[src/rtl/stv_io_master.sv]
// stv_io_master: bus initiator for the ST-V I/O chip register port.
// Runs single host read/write cycles and periodically polls ports A/B/C into shadow registers.
module stv_io_master #(
    parameter int unsigned SETUP_T     = 1,
    parameter int unsigned STROBE_T    = 2,
    parameter int unsigned HOLD_T      = 1,
    parameter logic [15:0] POLL_PERIOD = 16'd256
) (
    input  logic       i_clk,
    input  logic       i_rst,
    input  logic       i_ce_r,
    // host side
    input  logic       i_req,
    input  logic       i_req_wr,
    input  logic [5:0] i_req_addr,
    input  logic [7:0] i_req_data,
    output logic       o_ack,
    output logic [7:0] o_rdata,
    output logic       o_busy,
    // autopoll
    input  logic       i_poll_en,
    output logic [7:0] o_poll_a,
    output logic [7:0] o_poll_b,
    output logic [7:0] o_poll_c,
    output logic       o_poll_valid,
    // I/O chip bus
    output logic [5:0] o_a,
    output logic [7:0] o_do,
    input  logic [7:0] i_di,
    output logic       o_cs_n,
    output logic       o_rw_n
);

    typedef enum logic [1:0] {StIdle, StSetup, StStrobe, StHold} state_t;

    localparam logic [7:0] SetupLd  = 8'(SETUP_T - 1);
    localparam logic [7:0] StrobeLd = 8'(STROBE_T - 1);
    localparam logic [7:0] HoldLd   = 8'(HOLD_T - 1);

    // FSM
    state_t     r_state, w_state_d;
    logic [7:0] r_cnt, w_cnt_d;
    logic       w_start;
    logic       w_start_host;
    logic       w_last_strb;
    logic       w_done;

    // one-deep host request slot
    logic       r_pend_vld, w_pend_vld_d;
    logic       r_pend_wr;
    logic [5:0] r_pend_addr;
    logic [7:0] r_pend_data;
    logic       w_host_avail;
    logic       w_host_wr;
    logic [5:0] w_host_addr;
    logic [7:0] w_host_data;

    // attributes of the bus cycle in flight
    logic       r_cur_wr, w_cur_wr_d;
    logic       r_cur_host, w_cur_host_d;
    logic [5:0] r_cur_addr, w_cur_addr_d;
    logic [7:0] r_cur_data, w_cur_data_d;

    // poll timer and sequence
    logic [15:0] r_tmr;
    logic        w_wrap;
    logic        r_poll_act, w_poll_act_d;
    logic [1:0]  r_poll_idx, w_poll_idx_d;
    logic        w_poll_fin;
    logic [7:0]  r_tmp_a, r_tmp_b, r_tmp_c;
    logic [7:0]  r_cap;

    // registered outputs
    logic       r_cs_n, w_cs_n_d;
    logic       r_rw_n, w_rw_n_d;
    logic [5:0] r_a;
    logic [7:0] r_do;
    logic       r_ack;
    logic [7:0] r_rdata;
    logic       r_busy;
    logic [7:0] r_poll_a, r_poll_b, r_poll_c;
    logic       r_poll_valid;

    // An incoming REQ in IDLE with an empty slot is served directly, saving a cycle.
    assign w_host_avail = r_pend_vld | i_req;
    assign w_host_wr    = r_pend_vld ? r_pend_wr   : i_req_wr;
    assign w_host_addr  = r_pend_vld ? r_pend_addr : i_req_addr;
    assign w_host_data  = r_pend_vld ? r_pend_data : i_req_data;

    assign w_wrap     = i_ce_r && (r_tmr == POLL_PERIOD - 16'd1);
    assign w_poll_fin = w_done && !r_cur_host && (r_poll_idx == 2'd2);

    // Next-state: cycle phase sequencing with per-phase down-counter
    always_comb begin
        w_state_d    = r_state;
        w_cnt_d      = r_cnt;
        w_start      = 1'b0;
        w_start_host = 1'b0;
        w_last_strb  = 1'b0;
        w_done       = 1'b0;
        case (r_state)
            StIdle: begin
                // Host beats poll
                if (w_host_avail) begin
                    w_state_d    = StSetup;
                    w_cnt_d      = SetupLd;
                    w_start      = 1'b1;
                    w_start_host = 1'b1;
                end else if (r_poll_act) begin
                    w_state_d = StSetup;
                    w_cnt_d   = SetupLd;
                    w_start   = 1'b1;
                end
            end
            StSetup: begin
                if (r_cnt == 8'd0) begin
                    w_state_d = StStrobe;
                    w_cnt_d   = StrobeLd;
                end else begin
                    w_cnt_d = r_cnt - 8'd1;
                end
            end
            StStrobe: begin
                if (r_cnt == 8'd0) begin
                    w_last_strb = 1'b1;
                    w_state_d   = StHold;
                    w_cnt_d     = HoldLd;
                end else begin
                    w_cnt_d = r_cnt - 8'd1;
                end
            end
            StHold: begin
                if (r_cnt == 8'd0) begin
                    w_done    = 1'b1;
                    w_state_d = StIdle;
                end else begin
                    w_cnt_d = r_cnt - 8'd1;
                end
            end
            default: w_state_d = StIdle;
        endcase
    end

    // Next-state: latch attributes of a newly started bus cycle
    always_comb begin
        w_cur_wr_d   = r_cur_wr;
        w_cur_host_d = r_cur_host;
        w_cur_addr_d = r_cur_addr;
        w_cur_data_d = r_cur_data;
        if (w_start_host) begin
            w_cur_wr_d   = w_host_wr;
            w_cur_host_d = 1'b1;
            w_cur_addr_d = w_host_addr;
            w_cur_data_d = w_host_data;
        end else if (w_start) begin
            // Ports A/B/C live at 0x01/0x03/0x05, i.e. A[6:1] = 0/1/2
            w_cur_wr_d   = 1'b0;
            w_cur_host_d = 1'b0;
            w_cur_addr_d = {4'b0000, r_poll_idx};
        end
    end

    // Next-state: bus strobes decoded from the upcoming phase and cycle direction
    always_comb begin
        w_cs_n_d = 1'b1;
        w_rw_n_d = 1'b1;
        case (w_state_d)
            StSetup, StHold: w_cs_n_d = !w_cur_wr_d;
            StStrobe: begin
                w_cs_n_d = 1'b0;
                w_rw_n_d = !w_cur_wr_d;
            end
            default: ;
        endcase
    end

    // Next-state: host slot fill/drain; a REQ into a full slot is dropped
    always_comb begin
        w_pend_vld_d = r_pend_vld;
        if (w_start_host) begin
            w_pend_vld_d = 1'b0;
        end else if (i_req && !r_pend_vld) begin
            w_pend_vld_d = 1'b1;
        end
    end

    // Next-state: poll sequence progress; timer ticks during a sequence are dropped
    always_comb begin
        w_poll_act_d = r_poll_act;
        w_poll_idx_d = r_poll_idx;
        if (w_done && !r_cur_host) begin
            if (r_poll_idx == 2'd2) begin
                w_poll_act_d = 1'b0;
                w_poll_idx_d = 2'd0;
            end else begin
                w_poll_idx_d = r_poll_idx + 2'd1;
            end
        end
        if (w_wrap && i_poll_en && !r_poll_act) begin
            w_poll_act_d = 1'b1;
            w_poll_idx_d = 2'd0;
        end
    end

    // FSM state, counter and in-flight cycle attributes
    always_ff @(posedge i_clk or posedge i_rst) begin
        if (i_rst) begin
            r_state    <= StIdle;
            r_cnt      <= 8'd0;
            r_cur_wr   <= 1'b0;
            r_cur_host <= 1'b0;
            r_cur_addr <= 6'd0;
            r_cur_data <= 8'd0;
        end else begin
            r_state    <= w_state_d;
            r_cnt      <= w_cnt_d;
            r_cur_wr   <= w_cur_wr_d;
            r_cur_host <= w_cur_host_d;
            r_cur_addr <= w_cur_addr_d;
            r_cur_data <= w_cur_data_d;
        end
    end

    // Host request slot
    always_ff @(posedge i_clk or posedge i_rst) begin
        if (i_rst) begin
            r_pend_vld  <= 1'b0;
            r_pend_wr   <= 1'b0;
            r_pend_addr <= 6'd0;
            r_pend_data <= 8'd0;
        end else begin
            r_pend_vld <= w_pend_vld_d;
            if (i_req && !r_pend_vld && !w_start_host) begin
                r_pend_wr   <= i_req_wr;
                r_pend_addr <= i_req_addr;
                r_pend_data <= i_req_data;
            end
        end
    end

    // Poll timer, sequence state and read-data capture on the last strobe cycle
    always_ff @(posedge i_clk or posedge i_rst) begin
        if (i_rst) begin
            r_tmr      <= 16'd0;
            r_poll_act <= 1'b0;
            r_poll_idx <= 2'd0;
            r_tmp_a    <= 8'hFF;
            r_tmp_b    <= 8'hFF;
            r_tmp_c    <= 8'hFF;
            r_cap      <= 8'h00;
        end else begin
            if (i_ce_r) begin
                r_tmr <= w_wrap ? 16'd0 : r_tmr + 16'd1;
            end
            r_poll_act <= w_poll_act_d;
            r_poll_idx <= w_poll_idx_d;
            if (w_last_strb && !r_cur_wr) begin
                if (r_cur_host) begin
                    r_cap <= i_di;
                end else begin
                    case (r_poll_idx)
                        2'd0:    r_tmp_a <= i_di;
                        2'd1:    r_tmp_b <= i_di;
                        default: r_tmp_c <= i_di;
                    endcase
                end
            end
        end
    end

    // Registered bus and host-facing outputs
    always_ff @(posedge i_clk or posedge i_rst) begin
        if (i_rst) begin
            r_cs_n       <= 1'b1;
            r_rw_n       <= 1'b1;
            r_a          <= 6'd0;
            r_do         <= 8'hFF;
            r_ack        <= 1'b0;
            r_rdata      <= 8'h00;
            r_busy       <= 1'b0;
            r_poll_a     <= 8'hFF;
            r_poll_b     <= 8'hFF;
            r_poll_c     <= 8'hFF;
            r_poll_valid <= 1'b0;
        end else begin
            r_cs_n <= w_cs_n_d;
            r_rw_n <= w_rw_n_d;
            if (w_start) begin
                r_a <= w_cur_addr_d;
                if (w_cur_wr_d) begin
                    r_do <= w_cur_data_d;
                end
            end
            r_ack <= w_done && r_cur_host;
            if (w_done && r_cur_host && !r_cur_wr) begin
                r_rdata <= r_cap;
            end
            r_busy       <= (w_state_d != StIdle) || w_pend_vld_d || w_poll_act_d;
            r_poll_valid <= w_poll_fin;
            if (w_poll_fin) begin
                r_poll_a <= r_tmp_a;
                r_poll_b <= r_tmp_b;
                r_poll_c <= r_tmp_c;
            end
        end
    end

    assign o_cs_n       = r_cs_n;
    assign o_rw_n       = r_rw_n;
    assign o_a          = r_a;
    assign o_do         = r_do;
    assign o_ack        = r_ack;
    assign o_rdata      = r_rdata;
    assign o_busy       = r_busy;
    assign o_poll_a     = r_poll_a;
    assign o_poll_b     = r_poll_b;
    assign o_poll_c     = r_poll_c;
    assign o_poll_valid = r_poll_valid;

endmodule

[config.mk]
export PLATFORM = sky130hd
export DESIGN_NAME = stv_io_master
export DESIGN_NICKNAME = d
export VERILOG_FILES = /design/src/rtl/stv_io_master.sv
export SDC_FILE = /design/constraint.sdc
export NUM_CORES = 1
export LEC_CHECK = 0
export BUFFER_PORTS_ARGS = -buffer_cell sky130_fd_sc_hd__buf_4
export CORE_MARGIN = 1.5
export CORE_UTILIZATION = 30
export CTS_BUF_LIST = sky130_fd_sc_hd__clkbuf_2 sky130_fd_sc_hd__clkbuf_4 sky130_fd_sc_hd__clkbuf_8
export CTS_CLUSTER_SIZE = 12
export DETAILED_ROUTE_END_ITERATION = 7
export PLACE_DENSITY_LB_ADDON = 0.08
export SYNTH_ARGS = -nofsm -noshare
export SYNTH_HDL_FRONTEND = slang
export SYNTH_SLANG_ARGS = --single-unit
[constraint.sdc]
create_clock -name i_clk -period 5 [get_ports i_clk]
set_input_delay 0.75 -clock i_clk [delete_from_list [all_inputs] [get_ports i_clk]]
set_output_delay 0.75 -clock i_clk [all_outputs]
set_load 0.05 [all_outputs]
==> summary.md, run 1 <==
| Metric | Value |
|---|---|
| Mapped Cells | 503 |
| R2R Path End | o_do[1]$_DFFE_PP1P_ |
| CTS Sinks | 138 |
| Unique masters post-synth | 50 |
| CTS tree | built |
| Worst path cell trace | nor2_1, nor3_2, mux2_2 |
| Worst r2r path cells | 3 |
| Status | finished, final reports clean |
| Sw Ratio | 31.1% |
| Area occupied by multi-input gates | 2280 µm² |
| Clock-pin slew on the worst setup and hold paths | 0.09 ns |
| Setup repair bufs after CTS | 0 |
| Number of global-route vias before repair | 3975 |
| Worst Tran Pin Value | 1.23 ns |
| Antenna violation net count after detailed routing | 0 |
| Fmax | 0.358 GHz |
| Critical path launch point | r_pend_vld$_DFF_PP0_ |
| # DRC | 0 |
| Core area | 19500 µm² |
| Sequential element share of the synthesized area | 59.3% |
| Fin. max-slew vios | 0 |
| Syn_nets | 534 |
| Grt ovf | 0 |
| Max stage delay on crit path | 1.05 ns |
| Hold slack | 0.442 ns |
| Die ar. | 20700 µm² |
| Clk pwr share | 32.2% |
| R2R setup slack | 2.21 ns |
| Delay-heaviest family, CP | simple AND/OR/NAND/NOR gates |
| Tcrit/Tclk final | 55.8% |
| Worst Skew | 0.0146 ns |
| Iter 0 DRT Violations | 202 |
| Nets | 614 |
| CP bufs+invs | 0 |
| # rows | 51 |
| Max Root-Sink Buffers | 2 |
| Die X | 144 µm |
| Peak VDD IR | 0.187 mV |
| Worst-Skew Late Latency | 0.45 ns |
| First-pass GRT wire length | 21600 µm |
| Pwr dens | 376 nW/µm² |
| Worst hold path class | flip-flop to flip-flop |
| Leak | 3.12 nW |
| Critical path type | flip-flop to flip-flop |
| Top FF cell, synth | dfrtp_1 |
| Internal power | 1.86 mW |
| Cts hold-fix bufs | 0 |
| Vias per cell | 4.62 |
| Number of clock buffers inserted by TritonCTS | 17 |
| Relative slew margins | 17.0% |
| Slowest stage cell, crit path | dfrtp_1 |
| Max Cap Violations | 0 |
| RSZ-0062 raised after global routing | no |
| Setup_tns | 0 ns |
| Vias | 3978 |
| Layout cells sized above 1 | 40.9% |
| Initial Util | 30.5% |
| H-tree Lvls | 4 |
| Final wirelength | 13300 µm |
| CP Depth | 3 |
| Initial antenna violation count | 0 |
| Number of synthesized flops with an enable pin | 0 |
| R2R Path Start | r_pend_vld$_DFF_PP0_ |
| Final Critical Period | 2.79 ns |
| Part of the power in registers | 50.3% |
| Setup crit end | o_do[1]$_DFFE_PP1P_ |
| Final Hold Fails | 0 |
| CTS Root Cell | clkbuf_8 |
| Critical Path RT | 5.37 ns |
| IO Pins | 79 |
| Reg area | 3530 µm² |
| Chip Height | 144 µm |
| CP Max Fanout | 22 |
| Critical path startpoint category | flip-flop |
| Leading cell type in the layout, fill and taps excluded | nand2_1 |
| Pwr Total | 2.69 mW |
| Pin count of the biggest net entering global routing | 84 |
| Port Buffer Count | 78 |
| Synth Area per Inst | 11.8 µm² |
| Drt wl/cell | 15.4 µm |
| #FFs+latches synth | 138 |
| First-pass detailed-route iteration total | 4 |
| Crit. End Element | flip-flop |
| # fillers | 1949 |
| GP Congestion | 0.744 |
| Post-DP HPWL | 8940 µm |
| Switching Power | 0.837 mW |
| Ys Warns | 0 |
| Number of diodes | 0 |
| # setup viols final | 0 |
| Gr usage total | 13.8% |
| Post-CTS Resized | 0 |
| Crit path DAT | 3.16 ns |
| Layout area overhead | 20.6% |
| Synth Cell Area | 5940 µm² |
| Most frequent cells in the layout | nand2_1 (93), buf_4 (82), dfrtp_1 (80), dfstp_2 (58), mux2_2 (54) |
| Logic gate share of total power | 17.6% |
| Fraction of registers with async set/reset | 100% |
## cells by family (layout without fill, tap and decap cells)
logic type	after synthesis	count (layout)	share of synthesized area [%]
simple gates	182	182	14.9
mux	79	79	14.6
xor+xnor	16	16	2.36
compound gates	52	52	5.47
buf+inv	32	125	2.46
fa+ha+maj	4	4	0.800
flops	138	138	59.3
## sequential cells by signal (all words and copies together) (netlist names), 2 cells and up
signal       cells
r_tmr           16
o_do             8
o_poll_a         8
o_poll_b         8
o_poll_c         8
o_rdata          8
r_cap            8
r_cnt            8
r_cur_data       8
r_pend_data      8
r_tmp_a          8
r_tmp_b          8
r_tmp_c          8
o_a              6
r_pend_addr      6
r_poll_idx       2
r_state          2
## metrics by stage
stage	setup WS [ns]	cells	utilization (%)	instance area [µm²]
6_report	2.21	861	36.8	7170
5_1_grt	2.03	861	36.8	7170
4_1_cts	2.14	861	36.8	7170
3_5_place_dp	2.15	829	34.9	6800
3_3_place_gp	2.20	829	34.9	6800
2_1_floorplan	0.650	503	-	5940
## final cells by class
type                       count  share of cell area (%)
tap                          265                    4.63
clock buffer                  19                    3.47
inverter                      11                   0.611
clock inverter                13                    1.62
multi-input combinational    333                    31.9
sequential                   138                    49.2
timing repair buffer          82                    8.59
## power by group through the flow
stage	sequential (mW)	clock (mW)	combinational, mW
after floorplan	1.54	0	0.151
after global placement	1.37	0	0.475
after detailed placement	1.38	0	0.481
after CTS	1.36	0.901	0.481
after global routing	1.38	0.952	0.506
final	1.35	0.866	0.473
## layer usage
metal  vias to the layer above  GRT usage, %  wire length [µm]
met3                        10          3.33               390
met4                         0          4.56               159
met5                         -             0                 0
met1                      1995          18.7              6370
met2                        61          21.8              6340
li1                       1912             -                 -
## worst register-to-register path: stages (launching register included)
cell and delay (ns):
dfrtp_1 1.05, nor2_1 0.44, nor3_2 0.82, mux2_2 0.42
## synth_stat cells, drive strengths merged, types with 3 or more instances
library cell / number / share of area, %
a21oi: 9 / 0.76
mux2i: 16 / 2.7
nand2: 96 / 6.2
nand2b: 3 / 0.32
buf: 13 / 1.3
clkbuf: 8 / 0.51
a31o: 4 / 0.59
mux2: 63 / 12
nor2b: 4 / 0.42
and4: 4 / 0.59
a21o: 5 / 0.63
xnor2: 13 / 1.9
inv: 11 / 0.69
or3b: 3 / 0.44
nor2: 25 / 1.6
nor4: 7 / 1.2
dfstp: 58 / 26
o21ai: 21 / 1.8
nand4: 10 / 1.1
nand3: 12 / 1.1
nor3: 7 / 0.67
ha: 3 / 0.63
xor2: 3 / 0.44
dfrtp: 80 / 34
## worst min path at each step
stage	startpoint	endpoint	slack, ns	cells past startpoint
after floorplan	r_tmp_a[0]$_DFFE_PP1P_	o_poll_a[0]$_DFFE_PP1P_	0.44	2
after global routing	r_tmp_c[6]$_DFFE_PP1P_	o_poll_c[6]$_DFFE_PP1P_	0.46	2
after global placement	o_poll_a[5]$_DFFE_PP1P_	o_poll_a[5]$_DFFE_PP1P_	0.44	2
after CTS	r_tmp_a[3]$_DFFE_PP1P_	o_poll_a[3]$_DFFE_PP1P_	0.45	2
after detailed placement	o_poll_a[5]$_DFFE_PP1P_	o_poll_a[5]$_DFFE_PP1P_	0.44	2
final	r_tmp_c[6]$_DFFE_PP1P_	o_poll_c[6]$_DFFE_PP1P_	0.44	2
No activity file was read; power rests on OpenSTA's default activity.
==> run 2: changes to the inputs <==
ABC_AREA = 1   (was unset)
clock period = 2.28 ns   (was 5 ns; I/O delays follow)
==> run 2 against run 1 <==
First-iteration DRC count rose by 3.5%. Power rose to 3.6 times the previous value. Global-route usage rose by 0.23 points. Sequential power rose to 3.0 times the previous value. Combinational power rose to 7.5 times the previous value. Sequential share of layout area fell by 2.4 points. Critical path depth rose by 5. Critical endpoint is now o_busy$_DFF_PP0_. Largest cell class unchanged.
==> summary.md, run 2 <==
| Metric | Value |
|---|---|
| Status | finished, final reports clean (unchanged) |
| Synth area leader | dfrtp_1 (unchanged) |
| Yosys top cell area share | 32.4% (was 33.7%) |
| Number of synthesized flops with an enable pin | 0 (unchanged) |
| CP Max Fanout | 15 (was 22) |
| Final Hold Fails | 0 (unchanged) |
| IO Pins | 79 (unchanged) |
| Met3 Resource Use GR | 3.25% (was 3.33%) |
| Delay-heaviest family, CP | simple AND/OR/NAND/NOR gates (unchanged) |
| Critical path startpoint category | flip-flop (unchanged) |
| #FFs+latches synth | 140 (was 138) |
| Leading cell type in the layout, fill and taps excluded | nand2_1 (unchanged) |
| Tcrit/Tclk final | 84.7% (was 55.8%) |
| Crit. End Element | flip-flop (unchanged) |
| Antenna violation net count after detailed routing | 0 (unchanged) |
| Max reg flops | 16 (unchanged) |
| Unique masters post-synth | 40 (was 50) |
| Pin count of the biggest net entering global routing | 86 (was 84) |
| Leak | 3.82 nW (was 3.12 nW) |
| Fraction of registers with async set/reset | 100% (unchanged) |
| Fmax | 0.518 GHz (was 0.358 GHz) |
| Worst Tran Pin Value | 0.603 ns (was 1.23 ns) |
| Max Root-Sink Buffers | 2 (unchanged) |
| Worst path cell trace | nor2_1, nand2_1, inv_1, nand2_1, nand2_1, inv_1, nor2_1, nand3_1 (was nor2_1, nor3_2, mux2_2) |
| Clock-pin slew on the worst setup and hold paths | 0.08 ns (was 0.09 ns) |
| Peak VDD IR | 0.579 mV (was 0.187 mV) |
| Vias per cell | 4.42 (was 4.62) |
| Pwr dens | 1260 nW/µm² (was 376 nW/µm²) |
| Slowest stage cell, crit path | dfrtp_1 (unchanged) |
| Syn_nets | 719 (was 534) |
| Initial Util | 30.9% (was 30.5%) |
| Worst-Skew Late Latency | 0.45 ns (about the same) |
| CP bufs+invs | 2 (was 0) |
| Cell with the most instances after synthesis | nand2_1 (unchanged) |
| RSZ-0062 raised after global routing | no (unchanged) |
| Iter 0 DRT Violations | 209 (was 202) |
| # setup viols final | 0 (unchanged) |
| Number of diodes | 0 (unchanged) |
| Drt wl/cell | 13.7 µm (was 15.4 µm) |
| Hold slack | 0.00849 ns (was 0.442 ns) |
| GP Congestion | 0.842 (was 0.744) |
| Final Critical Period | 1.93 ns (was 2.79 ns) |
| CTS Root Cell | clkbuf_8 (unchanged) |
| Post-CTS Resized | 0 (unchanged) |
| Top FF cell, synth | dfrtp_1 (unchanged) |
| CTS tree | built (unchanged) |
| Initial antenna violation count | 0 (unchanged) |
| First-pass detailed-route iteration total | 4 (unchanged) |
| Worst hold path class | input port to async pin (was flip-flop to flip-flop) |
| Relative slew margins | 59.5% (was 17.0%) |
| Commonest cells post-synth | nand2_1 (223), dfrtp_1 (82), inv_1 (74), dfstp_2 (58) (was nand2_1 (93), dfrtp_1 (80), dfstp_2 (58), mux2_2 (54), nor2_1 (25)) |
| Die X | 148 µm (was 144 µm) |
| Final wirelength | 14500 µm (was 13300 µm) |
| Gr usage total | 14.1% (was 13.8%) |
| Util after Layout | 37.3% (was 36.8%) |
| Nets | 808 (was 614) |
| Crit path top cell by count | nand2_1 |
| H-tree Lvls | 4 (unchanged) |
| Die ar. | 22000 µm² (was 20700 µm²) |
| Busiest layer in global routing | met2 (unchanged) |
| Largest register by flop count | r_tmr (unchanged) |
| CTS Sinks | 140 (was 138) |
| Number of global-route vias before repair | 4717 (was 3975) |
| Critical path type | flip-flop to flip-flop (unchanged) |
| Setup repair bufs after CTS | 0 (unchanged) |
| Number of clock buffers inserted by TritonCTS | 17 (unchanged) |
| Most frequent cells in the layout | nand2_1 (223), buf_4 (86), dfrtp_1 (82), inv_1 (73), dfstp_2 (58) (was nand2_1 (93), buf_4 (82), dfrtp_1 (80), dfstp_2 (58), mux2_2 (54)) |
| Layout cells sized above 1 | 30.5% (was 40.9%) |
| Cts hold-fix bufs | 0 (unchanged) |
| Core area | 20500 µm² (was 19500 µm²) |
| Fin. max-slew vios | 0 (unchanged) |
| Synth Area per Inst | 9.21 µm² (was 11.8 µm²) |
| Setup_tns | 0 ns (unchanged) |
| Area contributors post-synth | dfrtp_1 (32%), dfstp_2 (24%), nand2_1 (13%) (was dfrtp_1 (34%), dfstp_2 (26%), mux2_2 (10%)) |
| Crit path DAT | 2.25 ns (was 3.16 ns) |
| First-pass GRT wire length | 24100 µm (was 21600 µm) |
| Placed insts | 1028 (was 829) |
| Layout area overhead | 20.6% (about the same) |
| # fillers | 2101 (was 1949) |
| Max stage delay on crit path | 0.54 ns (was 1.05 ns) |
| Worst Skew | 0.0143 ns (was 0.0146 ns) |
| # rows | 52 (was 51) |
| Grt ovf | 0 (unchanged) |
| Mapped Cells | 688 (was 503) |
| Max Cap Violations | 0 (unchanged) |
| Vias | 4685 (was 3978) |
| Critical Path RT | 2.60 ns (was 5.37 ns) |
| # DRC | 0 (unchanged) |
| Synth Cell Area | 6340 µm² (was 5940 µm²) |
| Ys Warns | 0 (unchanged) |
| Post-DP HPWL | 10300 µm (was 8940 µm) |
| Met2 Resource Use GR | 21.7% (was 21.8%) |
| Port Buffer Count | 78 (unchanged) |
| Finished Layout Cells | 1060 (was 861) |
| Sequential element share of the synthesized area | 56.4% (was 59.3%) |
| M1 GR Usage | 19.4% (was 18.7%) |
| Chip Height | 148 µm (was 144 µm) |
run 2: routing by layer:
| metal | vias up | share of wire (%) |
|---|---|---|
| met5 | - | 0 |
| met4 | 0 | 1.5 |
| met3 | 12 | 4.0 |
| met2 | 96 | 44 |
| met1 | 2210 | 50 |
| li1 | 2367 | - |
run 2: power by group:
part           total [mW]  switching (mW)  internal (mW)
Clock                2.05            1.05           1.01
Combinational        3.56            2.39           1.17
Sequential           4.04           0.620           3.42
run 2: worst min-delay path, delay by kind of cell:
| kind | cells | cell delay [ns] |
|---|---|---|
| buffers and inverters | 3 | 0.54 |
run 2: final timing paths:
kind / cells past startpoint / slack [ns] / end / from
setup / recovery: 8 / 0.35 / o_busy$_DFF_PP0_ / r_pend_vld$_DFF_PP0_
hold / removal: 3 / 0.008 / r_pend_addr[2]$_DFFE_PP0P_ / i_rst
max in group asynchronous: 3 / 1.84 / o_poll_a[6]$_DFFE_PP1P_ / i_rst
min in group i_clk: 2 / 0.13 / r_pend_data[4]$_DFFE_PP0P_ / i_req_data[4]
setup reg to reg: 8 / 0.35 / o_busy$_DFF_PP0_ / r_pend_vld$_DFF_PP0_
hold reg to reg: 2 / 0.47 / o_poll_c[0]$_DFFE_PP1P_ / r_tmp_c[0]$_DFFE_PP1P_
run 2: cell families (layout without fill, tap and decap cells):
kind of cell | Yosys count | count (layout) | share of synthesized area [%]
simple gates | 353 | 353 | 25.7
flops | 140 | 140 | 56.4
buf+inv | 94 | 196 | 6.41
compound gates | 80 | 80 | 8.01
mux | 10 | 10 | 1.76
xor+xnor | 8 | 8 | 1.11
fa+ha+maj | 3 | 3 | 0.592
run 2: area by class of cell:
type                    count  area (µm²)  area share, %
well taps                 270         338           4.42
repair buffers             88         686           8.97
inverters                  76         289           3.78
multi-input cells         454        2360           30.8
clock buffers              18         241           3.16
flip-flops and latches    140        3580           46.8
clock inverters            14         160           2.09
run 2: through the flow:
stage	cell area (µm²)	total power, mW	setup WS [ns]
final	7650	9.66	0.349
after global routing	7650	10.4	0.167
after CTS	7650	9.80	0.301
after detailed placement	7250	7.68	0.326
after global placement	7250	7.66	0.318
after floorplan	6340	6.64	0.236
==> run 3: changes to the inputs <==
clock period = 2 ns   (was 2.28 ns; I/O delays follow)
==> run 3 against run 2 <==
Sequential cell count did not move. Clock skew about the same. Final cell count increased by 0.57%. Sequential share of layout area decreased by 0.11 points. Critical endpoint is now o_rdata[3]$_DFFE_PP0P_. Largest power group unchanged.
==> summary.md, run 3 (same netlist as run 2, synthesis figures left out) <==
| Metric | Value |
|---|---|
| Switching Power | 4.58 mW (was 4.06 mW) |
| Part of the power in registers | 41.7% (was 41.9%) |
| Tcrit/Tclk final | 87.4% (was 84.7%) |
| Crit path DAT | 2.08 ns (was 2.25 ns) |
| # setup viols final | 0 (unchanged) |
| CTS Root Cell | clkbuf_8 (unchanged) |
| Worst-Skew Late Latency | 0.45 ns (about the same) |
| Gr usage total | 14.1% (about the same) |
| Area occupied by multi-input gates | 2360 µm² (unchanged) |
| Antenna violation net count after detailed routing | 0 (unchanged) |
| Clock-pin slew on the worst setup and hold paths | 0.09 ns (was 0.08 ns) |
| Critical path type | flip-flop to flip-flop (unchanged) |
| Pin count of the biggest net entering global routing | 82 (was 86) |
| Slowest stage cell, crit path | dfrtp_1 (unchanged) |
| CTS tree | built (unchanged) |
| Crit path top cell by count | nand2_1 (unchanged) |
| Worst hold path class | input port to flip-flop (was input port to async pin) |
| Post-DP HPWL | 10200 µm (was 10300 µm) |
| Logic gate share of total power | 38.0% (was 36.9%) |
| Largest register by flop count | r_tmr (unchanged) |
| Worst r2r path cells | 9 (was 8) |
| Most frequent cells in the layout | nand2_1 (223), buf_4 (91), dfrtp_1 (82), inv_1 (73), dfstp_2 (58) (was nand2_1 (223), buf_4 (86), dfrtp_1 (82), inv_1 (73), dfstp_2 (58)) |
| Final Critical Period | 1.75 ns (was 1.93 ns) |
| Fmax | 0.572 GHz (was 0.518 GHz) |
| Max Root-Sink Buffers | 2 (unchanged) |
| Met3 Resource Use GR | 4.20% (was 3.25%) |
| Initial Util | 30.9% (unchanged) |
| Status | finished, final reports clean (unchanged) |
| Final wirelength | 14300 µm (was 14500 µm) |
| Busiest layer in global routing | met2 (unchanged) |
| Hold slack | 0.0896 ns (was 0.00849 ns) |
| Relative slew margins | 62.6% (was 59.5%) |
| Iter 0 DRT Violations | 231 (was 209) |
| Final Hold Fails | 0 (unchanged) |
| Internal power | 6.30 mW (was 5.60 mW) |
| RSZ-0062 raised after global routing | no (unchanged) |
| Setup crit end | o_rdata[3]$_DFFE_PP0P_ (was o_busy$_DFF_PP0_) |
| # rows | 52 (unchanged) |
| Core area | 20500 µm² (unchanged) |
| Grt ovf | 0 (unchanged) |
| Met2 Resource Use GR | 21.5% (was 21.7%) |
| Number of global-route vias before repair | 4683 (was 4717) |
| R2R setup slack | 0.25 ns (was 0.35 ns) |
| # fillers | 2146 (was 2101) |
| CP Max Fanout | 10 (was 15) |
| Sw Ratio | 42.1% (was 42.0%) |
| Peak VDD IR | 0.532 mV (was 0.579 mV) |
| Pwr dens | 1420 nW/µm² (was 1260 nW/µm²) |
| CTS Sinks | 140 (unchanged) |
| Crit. End Element | flip-flop (unchanged) |
| Vias per cell | 4.42 (about the same) |
| Startpoint of the worst hold path | i_req_data[7] |
| Chip Height | 148 µm (unchanged) |
| Max stage delay on crit path | 0.36 ns (was 0.54 ns) |
| R2R Path End | o_rdata[3]$_DFFE_PP0P_ (was o_busy$_DFF_PP0_) |
| Delay-heaviest family, CP | simple AND/OR/NAND/NOR gates (unchanged) |
| Initial antenna violation count | 0 (unchanged) |
| Die X | 148 µm (unchanged) |
| Leak | 3.85 nW (was 3.82 nW) |
| Worst Tran Pin Value | 0.557 ns (was 0.603 ns) |
| CP Depth | 9 (was 8) |
| Reg area | 3580 µm² (unchanged) |
| First-pass detailed-route iteration total | 6 (was 4) |
| H-tree Lvls | 4 (unchanged) |
| Max reg flops | 16 (unchanged) |
| GP Congestion | 0.764 (was 0.842) |
| R2R Path Start | r_cnt[0]$_DFFE_PP0P_ (was r_pend_vld$_DFF_PP0_) |
| Number of clock buffers inserted by TritonCTS | 17 (unchanged) |
| Worst path cell trace | inv_1, ha_1, nand2_1, nor2_8, nand2_8, nor2_8, nand2_1, nand2_1, nand2_1 (was nor2_1, nand2_1, inv_1, nand2_1, nand2_1, inv_1, nor2_1, nand3_1) |
| Worst Skew | 0.0146 ns (was 0.0143 ns) |
| M1 GR Usage | 19.0% (was 19.4%) |
| Layout cells sized above 1 | 30.9% (was 30.5%) |
| Vias | 4717 (was 4685) |
| Fin area | 7660 µm² (was 7650 µm²) |
| CP bufs+invs | 1 (was 2) |
| IO Pins | 79 (unchanged) |
| Leading cell type in the layout, fill and taps excluded | nand2_1 (unchanged) |
| Fin. max-slew vios | 0 (unchanged) |
| Port Buffer Count | 78 (unchanged) |
| Placed Instance Area | 7280 µm² (was 7250 µm²) |
| Setup repair bufs after CTS | 0 (unchanged) |
| Placed insts | 1033 (was 1028) |
| First-pass GRT wire length | 24100 µm (about the same) |
| Nets | 814 (was 808) |
| Clk pwr share | 20.2% (was 21.2%) |
| Critical path launch point | r_cnt[0]$_DFFE_PP0P_ (was r_pend_vld$_DFF_PP0_) |
| Finished Layout Cells | 1066 (was 1060) |
| Critical Path RT | 2.34 ns (was 2.60 ns) |
| Max Cap Violations | 0 (unchanged) |
| Layout area overhead | 20.9% (was 20.6%) |
| Number of diodes | 0 (unchanged) |
| Critical path startpoint category | flip-flop (unchanged) |
| Die ar. | 22000 µm² (unchanged) |
| # DRC | 0 (unchanged) |
| Drt wl/cell | 13.4 µm (was 13.7 µm) |
## run 3: how the worst min path moves through the flow
stage	endpoint	slack [ns]	cells past startpoint
6_report	r_pend_data[7]$_DFFE_PP0P_	0.09	2
5_1_grt	r_pend_data[7]$_DFFE_PP0P_	0.04	2
4_1_cts	r_pend_data[7]$_DFFE_PP0P_	0.05	2
3_5_place_dp	r_pend_addr[2]$_DFFE_PP0P_	0.25	2
3_3_place_gp	r_pend_addr[5]$_DFFE_PP0P_	0.25	2
2_1_floorplan	r_tmp_c[0]$_DFFE_PP1P_	0.39	2
## run 3: final cells by class
class	instances	share of cell area (%)
timing repair buffer	94	9.57
clock inverter	14	1.70
multi-input combinational	454	30.8
clock buffer	18	3.15
tap	270	4.41
inverter	76	3.77
sequential	140	46.7
## run 3: power by group through the flow
stage                     combinational (mW)  sequential, mW  clock (mW)
final                                   4.14            4.54        2.20
after global routing                    4.58            4.67        2.47
after CTS                               4.20            4.55        2.32
after detailed placement                4.19            4.59           0
after global placement                  4.17            4.56           0
after floorplan                         2.06            5.51           0
## run 3: layer usage
layer / part of all wire (%) / up-vias
met2: 45 / 89
met4: 1.5 / 0
met1: 48 / 2224
met3: 5.0 / 16
met5: 0 / -
li1: - / 2388
## run 3: per-stage QoR
step | util [%] | worst slack, ns | power [mW] | setup TNS, ns
floorplan | - | -0.00174 | 7.57 | -0.143
global placement | 35.5 | 0.253 | 8.73 | 0
detailed placement | 35.5 | 0.228 | 8.78 | 0
CTS | 37.4 | 0.220 | 11.1 | 0
global route | 37.4 | 0.0651 | 11.7 | 0
finish | 37.4 | 0.253 | 10.9 | 0
## run 3: repair_timing
action	in CTS	in global routing
hold buffers	1	0
endpoints found under the hold margin	6	0
resized for setup	0	0
